File: src/rtl/dds_sample_gen.sv
// DDS sample source: a divided sample tick steps a phase accumulator whose phase is
// mapped to sine/square/triangle/sawtooth, amplitude-scaled and strobed out.
module dds_sample_gen #(
  parameter int DATA_WIDTH  = 8,
  parameter int PHASE_WIDTH = 24,
  parameter int SAMPLE_DIV  = 256
) (
  input  logic                   clk,
  input  logic                   rst,
  input  logic                   enable,
  input  logic                   cfg_valid,
  output logic                   cfg_ready,
  input  logic [PHASE_WIDTH-1:0] cfg_ftw,
  input  logic [1:0]             cfg_wave,
  input  logic [DATA_WIDTH:0]    cfg_amp,
  input  logic                   cfg_phase_rst,
  output logic [DATA_WIDTH-1:0]  data_out,
  output logic                   data_valid
);
  localparam int DW    = DATA_WIDTH;
  localparam int PW    = PHASE_WIDTH;
  localparam int DIV_W = (SAMPLE_DIV > 1) ? $clog2(SAMPLE_DIV) : 1;
  localparam logic [DIV_W-1:0] DIV_LAST  = DIV_W'(SAMPLE_DIV - 1);
  localparam logic [DW:0]      AMP_UNITY = {1'b1, {DW{1'b0}}};

  typedef enum logic [1:0] {
    WAVE_SINE     = 2'd0,
    WAVE_SQUARE   = 2'd1,
    WAVE_TRIANGLE = 2'd2,
    WAVE_SAW      = 2'd3
  } wave_e;

  // First quadrant of round(127*sin(2*pi*k/256)), k = 0..64.
  function automatic logic [6:0] sine_quarter(input logic [6:0] k);
    logic [6:0] s;
    case (k)
      7'd0:  s = 7'd0;   7'd1:  s = 7'd3;   7'd2:  s = 7'd6;   7'd3:  s = 7'd9;
      7'd4:  s = 7'd12;  7'd5:  s = 7'd16;  7'd6:  s = 7'd19;  7'd7:  s = 7'd22;
      7'd8:  s = 7'd25;  7'd9:  s = 7'd28;  7'd10: s = 7'd31;  7'd11: s = 7'd34;
      7'd12: s = 7'd37;  7'd13: s = 7'd40;  7'd14: s = 7'd43;  7'd15: s = 7'd46;
      7'd16: s = 7'd49;  7'd17: s = 7'd51;  7'd18: s = 7'd54;  7'd19: s = 7'd57;
      7'd20: s = 7'd60;  7'd21: s = 7'd63;  7'd22: s = 7'd65;  7'd23: s = 7'd68;
      7'd24: s = 7'd71;  7'd25: s = 7'd73;  7'd26: s = 7'd76;  7'd27: s = 7'd78;
      7'd28: s = 7'd81;  7'd29: s = 7'd83;  7'd30: s = 7'd85;  7'd31: s = 7'd88;
      7'd32: s = 7'd90;  7'd33: s = 7'd92;  7'd34: s = 7'd94;  7'd35: s = 7'd96;
      7'd36: s = 7'd98;  7'd37: s = 7'd100; 7'd38: s = 7'd102; 7'd39: s = 7'd104;
      7'd40: s = 7'd106; 7'd41: s = 7'd107; 7'd42: s = 7'd109; 7'd43: s = 7'd111;
      7'd44: s = 7'd112; 7'd45: s = 7'd113; 7'd46: s = 7'd115; 7'd47: s = 7'd116;
      7'd48: s = 7'd117; 7'd49: s = 7'd118; 7'd50: s = 7'd120; 7'd51: s = 7'd121;
      7'd52: s = 7'd122; 7'd53: s = 7'd122; 7'd54: s = 7'd123; 7'd55: s = 7'd124;
      7'd56: s = 7'd125; 7'd57: s = 7'd125; 7'd58: s = 7'd126; 7'd59: s = 7'd126;
      7'd60: s = 7'd126; 7'd61: s = 7'd127; 7'd62: s = 7'd127; 7'd63: s = 7'd127;
      default: s = 7'd127;
    endcase
    return s;
  endfunction

  function automatic logic [DW-1:0] wave_map(input logic [PW-1:0] phase, input wave_e wave);
    logic [DW-1:0] p;
    logic [DW-1:0] t;
    logic [7:0]    q;
    logic [7:0]    s8;
    logic [6:0]    fwd;
    logic [6:0]    mirror;
    p      = DW'(phase >> (PW - DW));
    q      = 8'(phase >> (PW - 8));
    fwd    = {1'b0, q[5:0]};
    mirror = 7'd64 - fwd;
    t      = p << 1;
    case (q[7:6])
      2'd0:    s8 = 8'd128 + {1'b0, sine_quarter(fwd)};
      2'd1:    s8 = 8'd128 + {1'b0, sine_quarter(mirror)};
      2'd2:    s8 = 8'd128 - {1'b0, sine_quarter(fwd)};
      default: s8 = 8'd128 - {1'b0, sine_quarter(mirror)};
    endcase
    case (wave)
      WAVE_SINE:     return DW'(s8) << (DW - 8);
      WAVE_SQUARE:   return p[DW-1] ? '0 : '1;
      WAVE_TRIANGLE: return p[DW-1] ? ~t : t;
      default:       return p;
    endcase
  endfunction

  logic             run_q;
  logic [DIV_W-1:0] div_cnt;
  logic [PW-1:0]    phase_acc;
  logic [PW-1:0]    act_ftw;
  wave_e            act_wave;
  logic [DW:0]      act_amp;
  logic             pending;
  logic [PW-1:0]    sh_ftw;
  wave_e            sh_wave;
  logic [DW:0]      sh_amp;
  logic             sh_prst;
  logic             stage1_valid;
  logic [DW-1:0]    raw_q;
  logic [DW:0]      amp_q;

  logic             tick;
  logic             commit;
  logic             restart;
  logic             cfg_accept;
  logic [PW-1:0]    sel_ftw;
  wave_e            sel_wave;
  logic [DW:0]      sel_amp;
  logic [PW-1:0]    sample_phase;
  logic [PW-1:0]    acc_next;
  logic [DW-1:0]    raw_next;
  logic [2*DW:0]    product;

  assign cfg_ready = ~pending;

  // NOTE: every signal here is assigned on every path, so no latch is inferred.
  always_comb begin
    tick         = enable && run_q && (div_cnt == DIV_LAST);
    commit       = tick && pending;
    restart      = commit && sh_prst;
    cfg_accept   = cfg_valid && !pending;
    sel_ftw      = commit ? sh_ftw  : act_ftw;
    sel_wave     = commit ? sh_wave : act_wave;
    sel_amp      = commit ? sh_amp  : act_amp;
    sample_phase = restart ? '0 : phase_acc;
    acc_next     = restart ? sh_ftw : phase_acc + sel_ftw;
    raw_next     = wave_map(sample_phase, sel_wave);
    product      = (2*DW+1)'(raw_q) * (2*DW+1)'(amp_q);
  end

  // NOTE: state is updated with non-blocking assignments only, so every register
  // samples pre-edge values regardless of statement order.
  always_ff @(posedge clk) begin
    if (rst) begin
      run_q        <= 1'b0;
      div_cnt      <= '0;
      phase_acc    <= '0;
      act_ftw      <= '0;
      act_wave     <= WAVE_SINE;
      act_amp      <= '0;
      pending      <= 1'b0;
      sh_ftw       <= '0;
      sh_wave      <= WAVE_SINE;
      sh_amp       <= '0;
      sh_prst      <= 1'b0;
      stage1_valid <= 1'b0;
      raw_q        <= '0;
      amp_q        <= '0;
      data_out     <= '0;
      data_valid   <= 1'b0;
    end else begin
      // Registered enable places the first tick SAMPLE_DIV cycles after enable rises.
      run_q <= enable;
      if (!enable || !run_q || div_cnt == DIV_LAST) div_cnt <= '0;
      else                                          div_cnt <= div_cnt + DIV_W'(1);

      if (tick) begin
        phase_acc <= acc_next;
        act_ftw   <= sel_ftw;
        act_wave  <= sel_wave;
        act_amp   <= sel_amp;
      end

      if (cfg_accept) begin
        pending <= 1'b1;
        sh_ftw  <= cfg_ftw;
        sh_wave <= wave_e'(cfg_wave);
        sh_amp  <= (cfg_amp > AMP_UNITY) ? AMP_UNITY : cfg_amp;
        sh_prst <= cfg_phase_rst;
      end else if (commit) begin
        pending <= 1'b0;
      end

      stage1_valid <= tick;
      if (tick) begin
        raw_q <= raw_next;
        amp_q <= sel_amp;
      end

      data_valid <= stage1_valid;
      if (stage1_valid) data_out <= DW'(product >> DW);
    end
  end

endmodule

File: config.mk
export PLATFORM = sky130hd
export DESIGN_NAME = dds_sample_gen
export DESIGN_NICKNAME = d
export VERILOG_FILES = /design/src/rtl/dds_sample_gen.sv
export SDC_FILE = /design/constraint.sdc
export NUM_CORES = 1
export LEC_CHECK = 0
export ABC_AREA = 1
export CORE_MARGIN = 4
export CORE_UTILIZATION = 50
export DETAILED_ROUTE_END_ITERATION = 8
export HOLD_SLACK_MARGIN = 0.12
export PLACE_DENSITY = 0.68
export RECOVER_POWER = 25
export SETUP_SLACK_MARGIN = 0.2
export SLEW_MARGIN = 20
export SYNTH_ARGS = -nofsm -noshare
export SYNTH_HDL_FRONTEND = slang
export SYNTH_SLANG_ARGS = --single-unit
File: constraint.sdc
create_clock -name clk -period 9.1 [get_ports clk]
set_clock_uncertainty 0.15 [all_clocks]
set_input_delay 1.82 -clock clk [delete_from_list [all_inputs] [get_ports clk]]
set_output_delay 1.82 -clock clk [all_outputs]
set_load 0.02 [all_outputs]
# Yosys cells after proc, flatten, opt, wreduce, memory -nomap -nowiden
# Memories as Yosys holds them, arrays and structs flattened.
# Index checks and enable logic that the tools add are counted.
totals:
  ff_bits: 123
  latch_bits: 0
  ram_bits: 0
  romBits: 1792
  in_bits: 40
  wordCells: 69
  mem_count: 4
classes:
  addsub: 7
  mul: 1
  div: 0
  magnitude_cmp: 1
  n_eq_ne: 5
  shifts: 0
  n_mux: 18
  bitwise_logic: 2
  reduce_logical: 16
memory_table:
  columns: ["memory", "words", "width", "read_ports", "rd_ports_with_merged_regs", "write_ports", "line_no", "text"]
  rows:
  - ["(no name shown)", 64, 7, 1, 0, 0, "36", "case (k)"]
  - ["(no name shown)", 64, 7, 1, 0, 0, "36", null]
  - ["(no name shown)", 64, 7, 1, 0, 0, "36", null]
  - ["(no name shown)", 64, 7, 1, 0, 0, "36", null]
ops:
  columns: ["operator", "count"]
  rows:
  - ["$mux 24", 3]
  - ["$pmux 8 s3", 2]
  - ["$mux 7", 6]
  - ["$add 24x24->24", 1]
  - ["$mux 9", 2]
  - ["$add 8x7->8 const A", 2]
  - ["$mul 8x9->16", 1]
  - ["$mux 8", 2]
  - ["$sub 8x7->8 const A", 2]
  - ["$gt 9x9->1 const B", 1]
  - ["$add 8x1->8 const B", 1]
  - ["$eq 8x8->1 const B", 1]
  - ["$not 8->8", 1]
  - ["$sub 7x6->7 const A", 1]
  - ["$logic_and 1x1->1", 5]
  - ["$eq 2x1->1 const B", 2]
  - ["$eq 2x2->1 const B", 2]
  - ["$logic_not 2->1", 2]
  - ["$logic_not 1->1", 3]
  - ["$reduce_or 3->1", 1]
  - ["$logic_or 1x1->1", 2]
  - ["$mux 1", 2]
  - ["$mux 2", 1]
  - ["$reduce_and 2->1", 1]
  - ["other kinds (3)", 3]

# Logic depth before layout (Yosys ltp)
# An unclocked memory read counts as a cell.
logic_depth:
  word_depth: 12
  mapped_depth: 32
  depth_no_buf: 31

# Least setup slack after synthesis
# Ideal clock, no wire load.
synth_timing:
  path_type: "input to register"
  from: "input enable"
  to: "register phase_acc[22]"
  setup_time_ns: 0.070
  t_arrival_ns: 5.354
  required_ns: 8.880
  slack_ns: 3.526
  stages: 26
  n_path_buf: 2
  path_cell_list: "nand2_1 > inv_1 > nand4_1 > inv_1 > clkbuf_1 > clkbuf_1 > o21ai_0 > inv_1 > ha_1 > inv_1 > fa_1 > inv_1 > a21oi_1 > o21ai_0 > a21boi_0 > inv_1 > a21oi_1 > o21ai_0 > a21boi_0 > o21ai_0 > nand2_1 > nand2_1 > a21oi_1 > o21ai_0 > o211ai_1 > a21oi_1"
synth_between:
  elab_chain_cells: 6
  elab_cells_between_ends: 7
  cone_classes: "add/sub (1); mux (2); reduce/logical (4)"
synth_rtl:
  columns: ["item", "line_no", "text"]
  rows:
  - ["start: declaration", "10", "input logic enable,"]
  - ["$logic_and 1x1->1 (2 in a row)", "115", "tick = enable && run_q && (div_cnt == DIV_LAST);"]
  - ["$logic_and 1x1->1", "116", "commit = tick && pending;"]
  - ["$mux 24", "119", "sel_ftw = commit ? sh_ftw : act_ftw;"]
  - ["via sel_ftw[0]", "103", "logic [PW-1:0] sel_ftw;"]
  - ["$add 24x24->24", "123", "acc_next = restart ? sh_ftw : phase_acc + sel_ftw;"]
  - ["$mux 24", "123", null]
  - ["end signal: assignment", "155", "phase_acc <= acc_next;"]
  - ["end: declaration", "86", "logic [PW-1:0] phase_acc;"]
# The timed path passes the listed nets, and every way through them passes these cells.
# A chain may end at the register's enable or synchronous reset.

# Worst setup path in the final report
layout_timing:
  from: "input enable"
  to: "register raw_q[6]"
layout_between:
  elab_chain_cells: 12
  elab_cells_between_ends: 32
  cone_classes: "add/sub (5); eq/ne (4); mux (12); bitwise (1); reduce/logical (6); memory (4)"
layout_rtl:
  columns: ["item", "line_no", "text"]
  rows:
  - ["$logic_and 1x1->1 (*) (2 in a row)", "115", null]
  - ["$logic_and 1x1->1", "116", null]
  - ["$logic_and 1x1->1", "117", "restart = commit && sh_prst;"]
  - ["$mux 24", "122", "sample_phase = restart ? '0 : phase_acc;"]
  - ["$sub 7x6->7", "68", "mirror = 7'd64 - fwd;"]
  - ["$mem_v2 64x7", null, null]
  - ["$mux 7", "36", null]
  - ["$mux 7", "70", "case (q[7:6])"]
  - ["$sub 8x7->8 or $add 8x7->8 (tied branches)", "74, 72", null]
  - ["$pmux 8 s3", "70", null]
  - ["$pmux 8 s3", "76", "case (wave)"]
  - ["end signal: assignment", "173", "raw_q <= raw_next;"]
  - ["end: declaration", "96", "logic [DW-1:0] raw_q;"]
# Mark *: on every way between the ends. The rest lies on a longest branch, timed or not. The select of a mux whose other input is x is not followed.

==> metrics.txt <==
status=finished with violations; failing checks=capacitance limit, slew limit; leading area contributor after synthesis=dfxtp_1; CTS tree=yes; drt drc=0; fillcell total=1,982; Final Cycle Share=77.01%; via count=9,341; Die Y=roughly 150 um; crit path launch type=primary input; Num CTS Buffers=17; GRT Util Overall=between 20% and 30%; DRT Wirelength=24,560 um; Die Area=0.02197 mm2; Avg Cell Area, Syn=~6.7 um2; Hold Startpoint=div_cnt[0]$_SDFF_PP0_; syn nets=1,620; critical path endpoint category=flip-flop; CP required=9.10 ns; clock latency on the worst-skew pair=0.42 ns; worst hold path depth=1; number of synthesized flops with an enable pin=0; reg2reg end=raw_q[6]$_SDFFE_PP0N_; post-CTS resize count=0; postcts setup bufs=0; Seq. cell area=around 0.0025 mm2; Crit path top cell by count=nand2_1; max incr delay on CP=0.66 ns; Synth warnings=0; type of the worst setup path=in2reg; Setup TNS Final=0 ns; IO Pins=50; DR WL/cell=14.00 um; dpl hpwl=17,770 um; Worst R2R Start=div_cnt[0]$_SDFF_PP0_; I/O Buffers=49; endpoints failing setup=0; final max-slew violation count=approximately 120; RSZ-0062 raised after global routing=no; Synth async-reset ratio=0%; Clk pin slew, worst setup/hold paths=0.06 ns; sequential area share after synthesis=between 20% and 30%; largest family of logic cells by synthesized area=simple AND/OR/NAND/NOR gates; post-synthesis compound-gate area fraction=18.28%; first-pass GRT wire length=42,490 um; Starting Density=50.67%; pin count of the biggest net entering global routing=66; top achievable clock speed=142.7 MHz; Synth Flop Type=dfxtp_1; Worst Path Buf+Inv=4; initial antenna violation count=0; gpl congestion=0.9542; post-synth top area share=approximately a quarter; FF-to-FF path depth=29; FP Rows=51; Synth Area in Adders=approximately 17%; Slew @ Worst Pin=3.062 ns; LEAKAGE=5.628 nW; Tmin final=between 7 and 8 ns; max_slew headroom=-104.1%; Max clock buf depth=2; Hold Path Sink=div_cnt[0]$_SDFF_PP0_; Root Buffer=clkbuf_16; most frequent cells in the layout=nand2_1, inv_1, o21ai_0; drt via density=about 5.3; ant diodes=0; pre-CTS setup slack=~1.9 ns; DRT iter0 DRCs=693; Pwr per Cell Area=114.4 mW/mm2; drt pass-1 iters=5; ANT nets after route=0; most common cell after layout, fill and taps aside=nand2_1; delay-heaviest family, CP=simple AND/OR/NAND/NOR gates; Post-Synth XOR/XNOR Area=under 10%; mux cell area share after synthesis=0.1018%; Worst EP arrival=7.01 ns; maximum fanout along the worst path=35; total global routing overflow=0; layout cell share with drive strength beyond 1=6.179%; maximum vdd ir drop=135.2 uV; Syn Inst Count=1,470; vias in the first global route=between 8k and 9k; cts hold-fix bufs=0; die width=about 150 um; Reg2Reg Setup Slack=3.31 ns; Post-Syn Area=0.009829 mm2; core area=0.01940 mm2; Netlist cell types=51; CTS sink count=about 120; nets=1,626; slowest stage cell, crit path=ha_1; final hold vios=0; P&R area growth vs syn=11.72%; Tightest Hold Check Type=reg2reg; multi-input logic area=0.006231 mm2; CTS HTree Levels=4; simple-gate share of the synthesized area=between 20% and 30%; synth top area cells=dfxtp_1, nand2_1, ha_1; Yosys reg bits=123; post-route setup slack=2.092 ns; max_cap viols=2
## power by group
group | internal [W] | switching [W] | leakage (nW)
combinational | 0.0000244 | 0.0000302 | 4.36
clock | 0.000392 | 0.000251 | 0.269
sequential | 0.000552 | 0.00000761 | 0.999
total | 0.000968 | 0.000289 | 5.63
## state kept, by name, summed over array words and instances (netlist names), 2 cells and up
name,flops
act_ftw,24
amp_q,9
sh_wave,2
data_out,8
sh_amp,9
div_cnt,8
phase_acc,24
raw_q,8
sh_ftw,24
act_wave,2
## metal layers
| metal | global-route usage (%) | part of all wire (%) | vias up |
|---|---|---|---|
| met3 | 3.138 | 5.2 | 54 |
| met5 | 0 | 0 | - |
| li1 | - | - | 4741 |
| met2 | 37.18 | 45 | 282 |
| met4 | 8.591 | 2.4 | 0 |
| met1 | 32.08 | 47 | 4264 |
## metrics by stage
step	instance area, um2	util, %	power, W	hold WS, ns	instances
6_report	10980	56.61	0.001257	0.2970	1754
5_1_grt	10980	56.61	0.001301	0.3219	1754
4_1_cts	10990	56.65	0.001271	0.3003	1754
3_5_place_dp	10420	53.71	0.0006252	0.2905	1722
3_3_place_gp	10420	53.71	0.0006244	0.2818	1722
2_1_floorplan	9829	-	0.0005959	0.2675	1470
## worst register-to-register path: cells and delay by family, from the launching register on
family / cells / cell delay, ns
fa+ha+maj: 4 / 1.37
buf+inv: 3 / 0.46
flops: 1 / 0.35
simple gates: 19 / 2.81
compound gates: 3 / 0.41
## synth_stat cells (3+ instances only)
master	instances
o21ai_1	4
a21oi_1	120
ha_1	69
nor3_1	6
o21ai_0	138
xor2_1	18
a21o_1	4
a31oi_1	6
o21ai_2	4
fa_1	41
a22oi_1	6
clkbuf_1	55
inv_2	6
nor2_1	124
nand2_1	337
or2_2	15
xnor2_1	7
o211ai_1	16
o22ai_1	3
buf_4	3
o221ai_1	5
dfxtp_1	123
inv_1	218
buf_1	6
nand3_2	4
nor2_2	6
nand2_2	10
buf_2	5
nand4_1	6
nand3_1	78
## kinds of logic after synthesis
logic type,Yosys count
AND/OR/NAND/NOR,596
adder cells (fa/ha/maj),110
XOR/XNOR,25
flip-flops,123
multiplexers,1
AO/OA/AOI/OAI,319
buffers and inverters,296
## worst max-delay path by stage
stage	cells past startpoint	startpoint	slack, ns	end
finish	27	enable	2.09	raw_q[6]$_SDFFE_PP0N_
global route	27	enable	1.64	raw_q[4]$_SDFFE_PP0N_
CTS	27	enable	2.33	raw_q[6]$_SDFFE_PP0N_
detailed placement	27	enable	1.91	raw_q[6]$_SDFFE_PP0N_
global placement	27	enable	2.01	raw_q[6]$_SDFFE_PP0N_
floorplan	26	enable	3.53	phase_acc[22]$_SDFFE_PP0N_
## area by class of cell
type | count | share of cell area, %
clock buffer | 20 | 4.159
clock inverter | 12 | 1.037
inverter | 226 | 7.725
multi-input combinational | 1051 | 56.74
sequential | 123 | 22.42
tap | 265 | 3.019
timing repair buffer | 57 | 4.899
Note: power is estimated with default switching activity, not from simulation.
==> RTL change (same settings) <==
Reset style: asynchronous (`rst`), changed in one clocked block.
--- a/src/rtl/dds_sample_gen.sv
+++ b/src/rtl/dds_sample_gen.sv
@@ -127,7 +127,7 @@
 
   // NOTE: state is updated with non-blocking assignments only, so every register
   // samples pre-edge values regardless of statement order.
-  always_ff @(posedge clk) begin
+  always_ff @(posedge clk or posedge rst) begin
     if (rst) begin
       run_q        <= 1'b0;
       div_cnt      <= '0;
Check against the original RTL: differs if rst is asserted again (counterexample within 4 cycles, from zero or initial values and one cycle with rst high); with rst held inactive, the same outputs for 10 cycles.
==> RTL change against the unedited design <==
  * The flow still finishes with violations (max-capacitance violations, max-slew violations)
  * Die area up 2.9%
  * Area after synthesis grew 3.1%
  * Total power is 0.88% higher
  * Final cell count fell by 1.4%
  * Combinational power decreased by 29%
  * First-iteration DRC count shrank 2.3%
  * Setup slack better by 0.48 ns
  * Final area increased by 3.2%
  * Wire length rose by 2.2%
  * Sequential cell count unchanged
  * Critical path depth is 3 higher
  * Critical path type unchanged
  * Critical endpoint is now raw_q[2]
  * Largest cell class unchanged
==> RTL change: results (changes against the unedited design) <==
outcome=finished with violations; violated checks=max-capacitance violations, max-slew violations; Layout Cells excl Fill=1729 (-1.4%); Area after DPL=0.0107 mm^2 (+3.1%); slew at the pin with the worst max-slew slack=2.53 ns (-0.532 ns); Reg2Reg Depth=32 (+10%); max cap viols=1 (-1); Power Density=112 mW/mm^2 (-2.2%); sink of the worst hold path=div_cnt[0]; Final #Nets=1601 (-1.5%); CP max stage delay=0.59 ns (-0.07 ns); WL met2=11900 um (+6.6%); drt first pass iters=6 (+1); Synth Area in Compound Gates=12.8% (-5.4 points); reg-to-reg slack, setup=3.71 ns (+0.40 ns); met3 GRT Util=3.58% (+0.44 points); mux share of post-synthesis cell area=0% (-0.10 points); total power=1.27 mW (+0.88%); synthesized instance count=1435 (-2.4%); met2 Track Usage GR=37.7% (+0.54 points); Tcrit/Tclk final=71.7% (-5.3 points); Lkg Pwr=6.36 nW (+13%); layout cells sized above 1=5.26% (-0.92 points); synth cell count leaders=nand2_1 (509), inv_1 (204), dfrtp_1 (123); ranking of synthesized cells by area=dfrtp_1 (30%), nand2_1 (19%), ha_1 (8.5%); Switching Fraction=23.3% (+0.34 points); hold_ws=0.315 ns (+0.0178 ns); max-slew violations=61 (-49%)
RTL change: cell types whose count changed after synthesis, moves of 6 or more:
cell,change
nand2_1,+172
dfrtp_1,+123
dfxtp_1,-123
a21oi_1,-61
nor2_1,-61
o21ai_0,-45
inv_1,-14
clkbuf_1,-11
or2_2,-10
xor2_1,-6
RTL change: final cells by class:
| class | count | area share [%] |
|---|---|---|
| clock buffers | 19 | 4.00 |
| clock inverters | 13 | 1.16 |
| inverters | 210 | 6.97 |
| multi-input cells | 1045 | 53.1 |
| flip-flops and latches | 123 | 27.2 |
| well taps | 265 | 2.93 |
| repair buffers | 54 | 4.66 |
RTL change: worst max-delay path by stage:
stage,end,from,cells after the start
floorplan,phase_acc[16],enable,28
global placement,raw_q[4],enable,31
detailed placement,raw_q[4],enable,31
CTS,raw_q[4],enable,31
global route,raw_q[2],enable,28
finish,raw_q[2],enable,30
